$ cat config.mk
export PLATFORM = sky130hd
export DESIGN_NAME = reg_file_param
export DESIGN_NICKNAME = d
export VERILOG_FILES = /design/src/rtl/regfile_pkg.sv /design/src/rtl/regfile_wop_unit.sv /design/src/rtl/reg_file_param.sv
export SDC_FILE = /design/constraint.sdc
export NUM_CORES = 1
export LEC_CHECK = 0
export CAP_MARGIN = 20
export CORE_ASPECT_RATIO = 0.75
export CORE_MARGIN = 5
export CORE_UTILIZATION = 65
export DETAILED_ROUTE_END_ITERATION = 8
export DONT_BUFFER_PORTS = 1
export PLACE_DENSITY_LB_ADDON = 0.1
export SLEW_MARGIN = 20
export SYNTH_ARGS = -nofsm -noshare
export SYNTH_HDL_FRONTEND = slang
export SYNTH_HIERARCHICAL = 1
export SYNTH_SLANG_ARGS = --single-unit
$ cat constraint.sdc
create_clock -name clk -period 6.7 [get_ports clk]
set_input_delay 1.34 -clock clk [delete_from_list [all_inputs] [get_ports clk]]
set_output_delay 1.34 -clock clk [all_outputs]
set_load 0.01 [all_outputs]
$ cat src/rtl/regfile_pkg.sv
// -----------------------------------------------------------------------------
// regfile_pkg
//   Shared types and default constants for the parametrised register file
//   (reg_file_param) and its write-op unit (regfile_wop_unit).
//   Optional feature macro used by the top: REGFILE_BYPASS_EN.
// -----------------------------------------------------------------------------
package regfile_pkg;

   // Write-port operation codes. Encoding matches the 2-bit wop port.
   typedef enum logic [1:0] {
      WOP_LOAD = 2'b00,   // reg <= wd
      WOP_INC  = 2'b01,   // reg <= reg + 1 (modulo 2**DATA_W)
      WOP_DEC  = 2'b10,   // reg <= reg - 1 (modulo 2**DATA_W)
      WOP_CLR  = 2'b11    // reg <= 0
   } wop_e;

   // Default geometry: four 8-bit registers, register 2 acts as stack pointer.
   localparam int DEF_DATA_W   = 8;
   localparam int DEF_NUM_REGS = 4;
   localparam int DEF_ADDR_W   = 2;
   localparam int DEF_SP_IDX   = 2;
   localparam int DEF_SP_INIT  = 'h80;

endpackage : regfile_pkg

$ cat src/rtl/regfile_wop_unit.sv
// -----------------------------------------------------------------------------
// regfile_wop_unit
//   Combinational next-value computation for the register-file write port.
//   Used both to update the addressed register and, when REGFILE_BYPASS_EN is
//   defined in the top, to forward the value being written to the read ports.
//   INC/DEC wrap modulo 2**DATA_W; no carry or borrow is produced.
// -----------------------------------------------------------------------------
module regfile_wop_unit
   import regfile_pkg::*;
#(
   parameter int DATA_W = DEF_DATA_W
) (
   input  wop_e              wop,
   input  logic [DATA_W-1:0] cur,
   input  logic [DATA_W-1:0] wd,
   output logic [DATA_W-1:0] nxt
);

   localparam logic [DATA_W-1:0] ONE = DATA_W'(1);

   // Select the next register value for the requested write operation.
   always_comb begin
      // NOTE: assign a default before the case so every path drives nxt and no latch is inferred.
      nxt = cur;
      unique case (wop)
         WOP_LOAD: nxt = wd;
         WOP_INC:  nxt = cur + ONE;
         WOP_DEC:  nxt = cur - ONE;
         WOP_CLR:  nxt = '0;
         default:  nxt = cur;
      endcase
   end

endmodule : regfile_wop_unit

$ cat src/rtl/reg_file_param.sv
// -----------------------------------------------------------------------------
// reg_file_param
//   Parametrised general-purpose register file for the model CPU datapath.
//   - Two asynchronous read ports (S via ra, D via rb), zero latency.
//   - One synchronous write port with LOAD / INC / DEC / CLR operations, so a
//     register can serve as a stack pointer without going through the ALU.
//   - wr_mask[n] flags that register n has been written since the last reset.
//   - Synchronous active-high reset: all registers cleared except SP_IDX,
//     which loads SP_INIT; rst has priority over we.
//   - Out-of-range read addresses return reg[NUM_REGS-1]; out-of-range write
//     addresses are dropped (no register or wr_mask change).
//   Optional macro REGFILE_BYPASS_EN: when defined, a read port whose address
//   matches an in-range write address (we=1, rst=0) returns the value being
//   written this cycle. When undefined the written value appears a cycle later.
//   Constraints: 2 <= NUM_REGS <= 16, 2**ADDR_W >= NUM_REGS, SP_IDX < NUM_REGS.
// -----------------------------------------------------------------------------
module reg_file_param
   import regfile_pkg::*;
#(
   parameter int DATA_W   = DEF_DATA_W,
   parameter int NUM_REGS = DEF_NUM_REGS,
   parameter int ADDR_W   = DEF_ADDR_W,
   parameter int SP_IDX   = DEF_SP_IDX,
   parameter int SP_INIT  = DEF_SP_INIT
) (
   input  logic                clk,
   input  logic                rst,
   input  logic                we,
   input  logic [1:0]          wop,
   input  logic [ADDR_W-1:0]   wa,
   input  logic [DATA_W-1:0]   wd,
   input  logic [ADDR_W-1:0]   ra,
   input  logic [ADDR_W-1:0]   rb,
   output logic [DATA_W-1:0]   s_out,
   output logic [DATA_W-1:0]   d_out,
   output logic [NUM_REGS-1:0] wr_mask
);

   // Reset value of the stack-pointer register, truncated/zero-extended.
   localparam logic [DATA_W-1:0] SP_RST = DATA_W'(SP_INIT);

   logic [DATA_W-1:0]   regs [NUM_REGS];
   logic [NUM_REGS-1:0] wsel;      // one-hot decode of wa, all-zero when out of range
   logic                wa_ok;     // wa addresses an existing register
   logic [DATA_W-1:0]   cur_w;     // current contents of reg[wa]
   logic [DATA_W-1:0]   nxt_w;     // value reg[wa] takes on a write this cycle
   logic [DATA_W-1:0]   rd_s;      // stored value on the S port
   logic [DATA_W-1:0]   rd_d;      // stored value on the D port
   wop_e                wop_q;

   assign wop_q = wop_e'(wop);

   // Decode the write address and fetch the register it points at.
   always_comb begin
      wsel  = '0;
      cur_w = '0;
      for (int i = 0; i < NUM_REGS; i++) begin
         if (wa == ADDR_W'(i)) begin
            wsel[i] = 1'b1;
            cur_w   = regs[i];
         end
      end
   end

   assign wa_ok = |wsel;

   regfile_wop_unit #(
      .DATA_W (DATA_W)
   ) u_wop (
      .wop (wop_q),
      .cur (cur_w),
      .wd  (wd),
      .nxt (nxt_w)
   );

   // Read muxes; any address past the last register falls back to it.
   always_comb begin
      rd_s = regs[NUM_REGS-1];
      rd_d = regs[NUM_REGS-1];
      for (int i = 0; i < NUM_REGS; i++) begin
         if (ra == ADDR_W'(i)) rd_s = regs[i];
         if (rb == ADDR_W'(i)) rd_d = regs[i];
      end
   end

`ifdef REGFILE_BYPASS_EN
   logic byp_s;
   logic byp_d;

   // Forward the in-flight write result to a port reading the same register.
   always_comb begin
      byp_s = we && !rst && wa_ok && (ra == wa);
      byp_d = we && !rst && wa_ok && (rb == wa);
      s_out = byp_s ? nxt_w : rd_s;
      d_out = byp_d ? nxt_w : rd_d;
   end
`else
   // Read ports always show stored contents; writes become visible next cycle.
   always_comb begin
      s_out = rd_s;
      d_out = rd_d;
   end
`endif

   // Register array: synchronous reset to known values, then one write per cycle.
   always_ff @(posedge clk) begin
      // NOTE: state is updated with non-blocking assignments so every flop samples pre-edge values.
      if (rst) begin
         // NOTE: each array element is reset explicitly; this is a flop array, not a RAM macro, and SP needs a non-zero start.
         for (int i = 0; i < NUM_REGS; i++) begin
            regs[i] <= (i == SP_IDX) ? SP_RST : '0;
         end
      end else if (we) begin
         for (int i = 0; i < NUM_REGS; i++) begin
            if (wsel[i]) regs[i] <= nxt_w;
         end
      end
   end

   // Written-since-reset flags; out-of-range writes leave wsel empty.
   always_ff @(posedge clk) begin
      if (rst) begin
         wr_mask <= '0;
      end else if (we) begin
         wr_mask <= wr_mask | wsel;
      end
   end

endmodule : reg_file_param
; After elaboration in Yosys (flattened, before gate mapping)
; Memories as Yosys holds them, arrays and structs flattened.
; Index checks and enable logic that the tools add are counted.
[word_totals]
reg_bits = 4
mem_bits_rw = 32
output_inout_bits = 20
memories = 1
[mem_list]
columns = name, words, width, read_ports, rd_ports_with_merged_regs, wr, line_no
row1 = regs, 4, 8, 4, 0, 4, reg_file_param.sv:42  ; logic [DATA_W-1:0] regs [NUM_REGS];
[op_classes]
n_addsub = 2
n_eq_ne = 12
mux = 39
bitwise_logic = 5
n_reduce_logical = 4
[ops]
columns = cell, n
row1 = $mux 8, 16
row2 = $pmux 8 s4, 1
row3 = $mux 1, 22
row4 = $eq 2x2->1 const B, 8
row5 = $add 8x1->8 const B, 1
row6 = $eq 2x1->1 const B, 4
row7 = $logic_not 2->1, 4
row8 = $sub 8x1->8 const B, 1
row9 = $or 1x1->1, 4
row10 = $or 4x4->4, 1

; Longest topological paths before layout
[logic_depth]
word_depth = 8
mapped_depth = 11

; Modules after synthesis
; Netlist, hierarchy kept.
[by_module_without_submodules]
columns = mod, instances, cells_per_inst, area_each_um2, seq_area_each_um2
row1 = reg_file_param, 1, 119, 1996.9, 1041.0
row2 = regfile_wop_unit, 1, 80, 526.8, 0.0

; Least setup slack after synthesis
; OpenSTA, ideal clock, no wires.
[synth_timing]
kind = input-to-reg
from = in wa[0]
to = mem regs[0][7] in the netlist's numbering (data pin)
arrival_ns = 3.573
t_required_ns = 6.568
path_slack_ns = 2.995
stages = 9
n_path_buf = 2
cell_sequence = buf_6 > mux4_1 > buf_6 > or3b_1 > a211o_1 > a311o_1 > and3_1 > o31ai_2 > and2_1
[synth_lines]
columns = element, line_no
row1 = "start, declared", reg_file_param.sv:30  ; input logic [ADDR_W-1:0] wa,
row2 = "end, declared", reg_file_param.sv:42

==> results.tsv <==
metric	value	unit
layout.cells.most_common	edfxtp_1	
syn_nets	223	
ctsHtreeMaxLevel	2	
die_h	63.96	um
yosysWarnings	6	
cts_buffer_depth	2	
period_share	0.5473	
io-pin-count	39	
start_util	0.6805	
reg2reg_to	regs[2][6]	
cts_buffers	5	
finalHoldViolCount	0	
syn_area	2524	um^2
design_area	2613	um^2
worst_path_max_delay_cell	mux4_1	
die_x	81.95	um
hp-start	wr_mask[0]	
area_growth	3.520	%
clock_skew	5.080	ps
r2r_cells	9	
setup_violations	0	
layout-drive-gt1-share	0.1658	
syn_inst	199	
critical_path.max_fanout	17	
max_slew.worst_pin.slew	606.0	ps
gp_congestion	0.8121	
arrival	3710	ps
power_density	212.1	nW/um^2
worstPathCellList	mux4_1 > xor2_1 > ha_1 > nor3b_1 > o21ai_0 > a21oi_1 > mux2i_1 > nand2_1 > and2_1	
antenna_found_initial	0	
root_buffer	clkbuf_8	
drtIter0Drc	172	
route.detailed.drc	0	
dr.pass1.iters	5	
wire_per_inst	23.46	um
core	3709	um^2
r2r_setup_slack	3670	ps
synthArstFlopShare	0	
routed_wirelength	5.747	mm
cp.required	6750	ps
run_status	finished, final reports clean	
die-area	5242	um^2
power_leakage	0.9543	nW
rr_startpoint	regs[1][1]	
grt_pass1_wl	8.611	mm
cts_tree	yes	
slew_viol_final	0	
grt_start_max_net_pins	18	
synth_edf_count	32	
rsz0062_at_grt	no	
via_per_inst	6.980	
ir_drop	170.5	uV
insertion_delay	290	ps
synth_seq_cells	36	
slew_headroom	0.5960	
slowest_delay	690	ps
max_cap_viol_count	0	
nets	216	
cts_num_sinks	36	
cts_resized	0	
cts_setup_buffers	0	
critPathLaunchType	input port	
postRouteAntennaNets	0	
period_needed	3667	ps
rows	19	
dpl.hpwl	4.187	mm
hold_path.class	reg2reg	
synth.distinct_cells	45	
tns	0	ps
cp-end-kind	register	
path_buf_inv	0	
avgSynthCellArea	12.68	um^2
grt-ovfl-total	0	
place_area	2505	um^2
fmaxAchievable	272.7	MHz
path_class	in2reg	
cp_top_family	multiplexers	
mostFrequentLayoutCells	edfxtp_1 (32), and2_1 (31), mux4_2 (20)	
io_buffers	0	
n_fill_cell	267	
diodes	0	
ys_seq_area_frac	0.4125	
min_path_cells	2	
clkTransAtPathRegs	70	ps
vias	1710	
grtUsageTotal	0.2351	
hold_path_end	wr_mask[0]	
ys.flop_type	edfxtp_1	
grt_pass1_vias	1537	
hold_buffers	0	
-- final cells by class --
cell class / count / area, um^2 / area share
clock buffer: 6 / 72.57 / 0.02778
clock inverter: 2 / 35.03 / 0.01341
inverter: 9 / 33.78 / 0.01293
multi-input combinational: 140 / 1365 / 0.5225
sequential: 36 / 1041 / 0.3985
tap: 52 / 65.06 / 0.02490
-- kinds of logic after synthesis --
kind of cell / share of synthesized area
buffers and inverters: 0.04660
multiplexers: 0.2281
XOR/XNOR: 0.03123
flip-flops: 0.4125
adder cells (fa/ha/maj): 0.02479
AO/OA/AOI/OAI: 0.08082
AND/OR/NAND/NOR: 0.1760
-- report_power, final --
group          internal [mW]  switching, mW  total, mW
clock                  0.110         0.0775      0.188
combinational         0.0453         0.0553      0.101
sequential             0.257        0.00868      0.266
-- Yosys cell counts, types with 5 or more instances --
cell	instances	area (um^2)
edfxtp_1	32	960.9
and2_1	31	193.9
mux4_2	20	450.4
nand2_1	10	37.54
inv_1	9	33.78
a21oi_1	8	40.04
o21ai_0	8	40.04
nand2b_1	7	43.79
clkbuf_1	5	18.77
ha_1	5	62.56
xor2_1	5	43.79
-- per-layer routing --
layer  wire length [um]  GRT usage
met5                  0          0
met3                546    0.07303
met1               2246     0.3060
met4                 70    0.07676
met2               2884     0.3760
-- worst max-delay path by stage --
| stage | startpoint | to | slack [ps] | cells after the start |
|---|---|---|---|---|
| 6_report | wa[0] | regs[2][6] | 3030 | 9 |
| 5_1_grt | wop[0] | regs[3][6] | 2820 | 10 |
| 4_1_cts | wa[0] | regs[3][7] | 3070 | 7 |
| 3_5_place_dp | wa[0] | regs[3][7] | 2810 | 7 |
| 3_3_place_gp | wa[0] | regs[3][7] | 2860 | 7 |
| 2_1_floorplan | wa[0] | regs[0][7] | 3000 | 9 |
-- flip-flops by register name, summed over array words and instances, names as in the netlist --
signal	count
regs	32
wr_mask	4
-- per-stage QoR --
stage	hold slack, ps	cells	total power, mW	util	setup slack, ps
after CTS	504.6	245	0.5519	0.7045	3074
after detailed placement	492.4	237	0.3698	0.6754	2809
after global routing	521.3	245	0.5733	0.7045	2818
after floorplan	469.6	199	0.3570	-	2995
after global placement	482.8	237	0.3648	0.6754	2864
final	504.3	245	0.5542	0.7045	3033
-- worst register-to-register path, delay by kind of cell, from the launching register on --
family / cells / cell delay [ps]
compound gates: 2 / 430
xor+xnor: 1 / 210
fa+ha+maj: 1 / 220
flops: 1 / 420
mux: 2 / 930
simple gates: 3 / 570
Power figures use the tool's default switching activity.
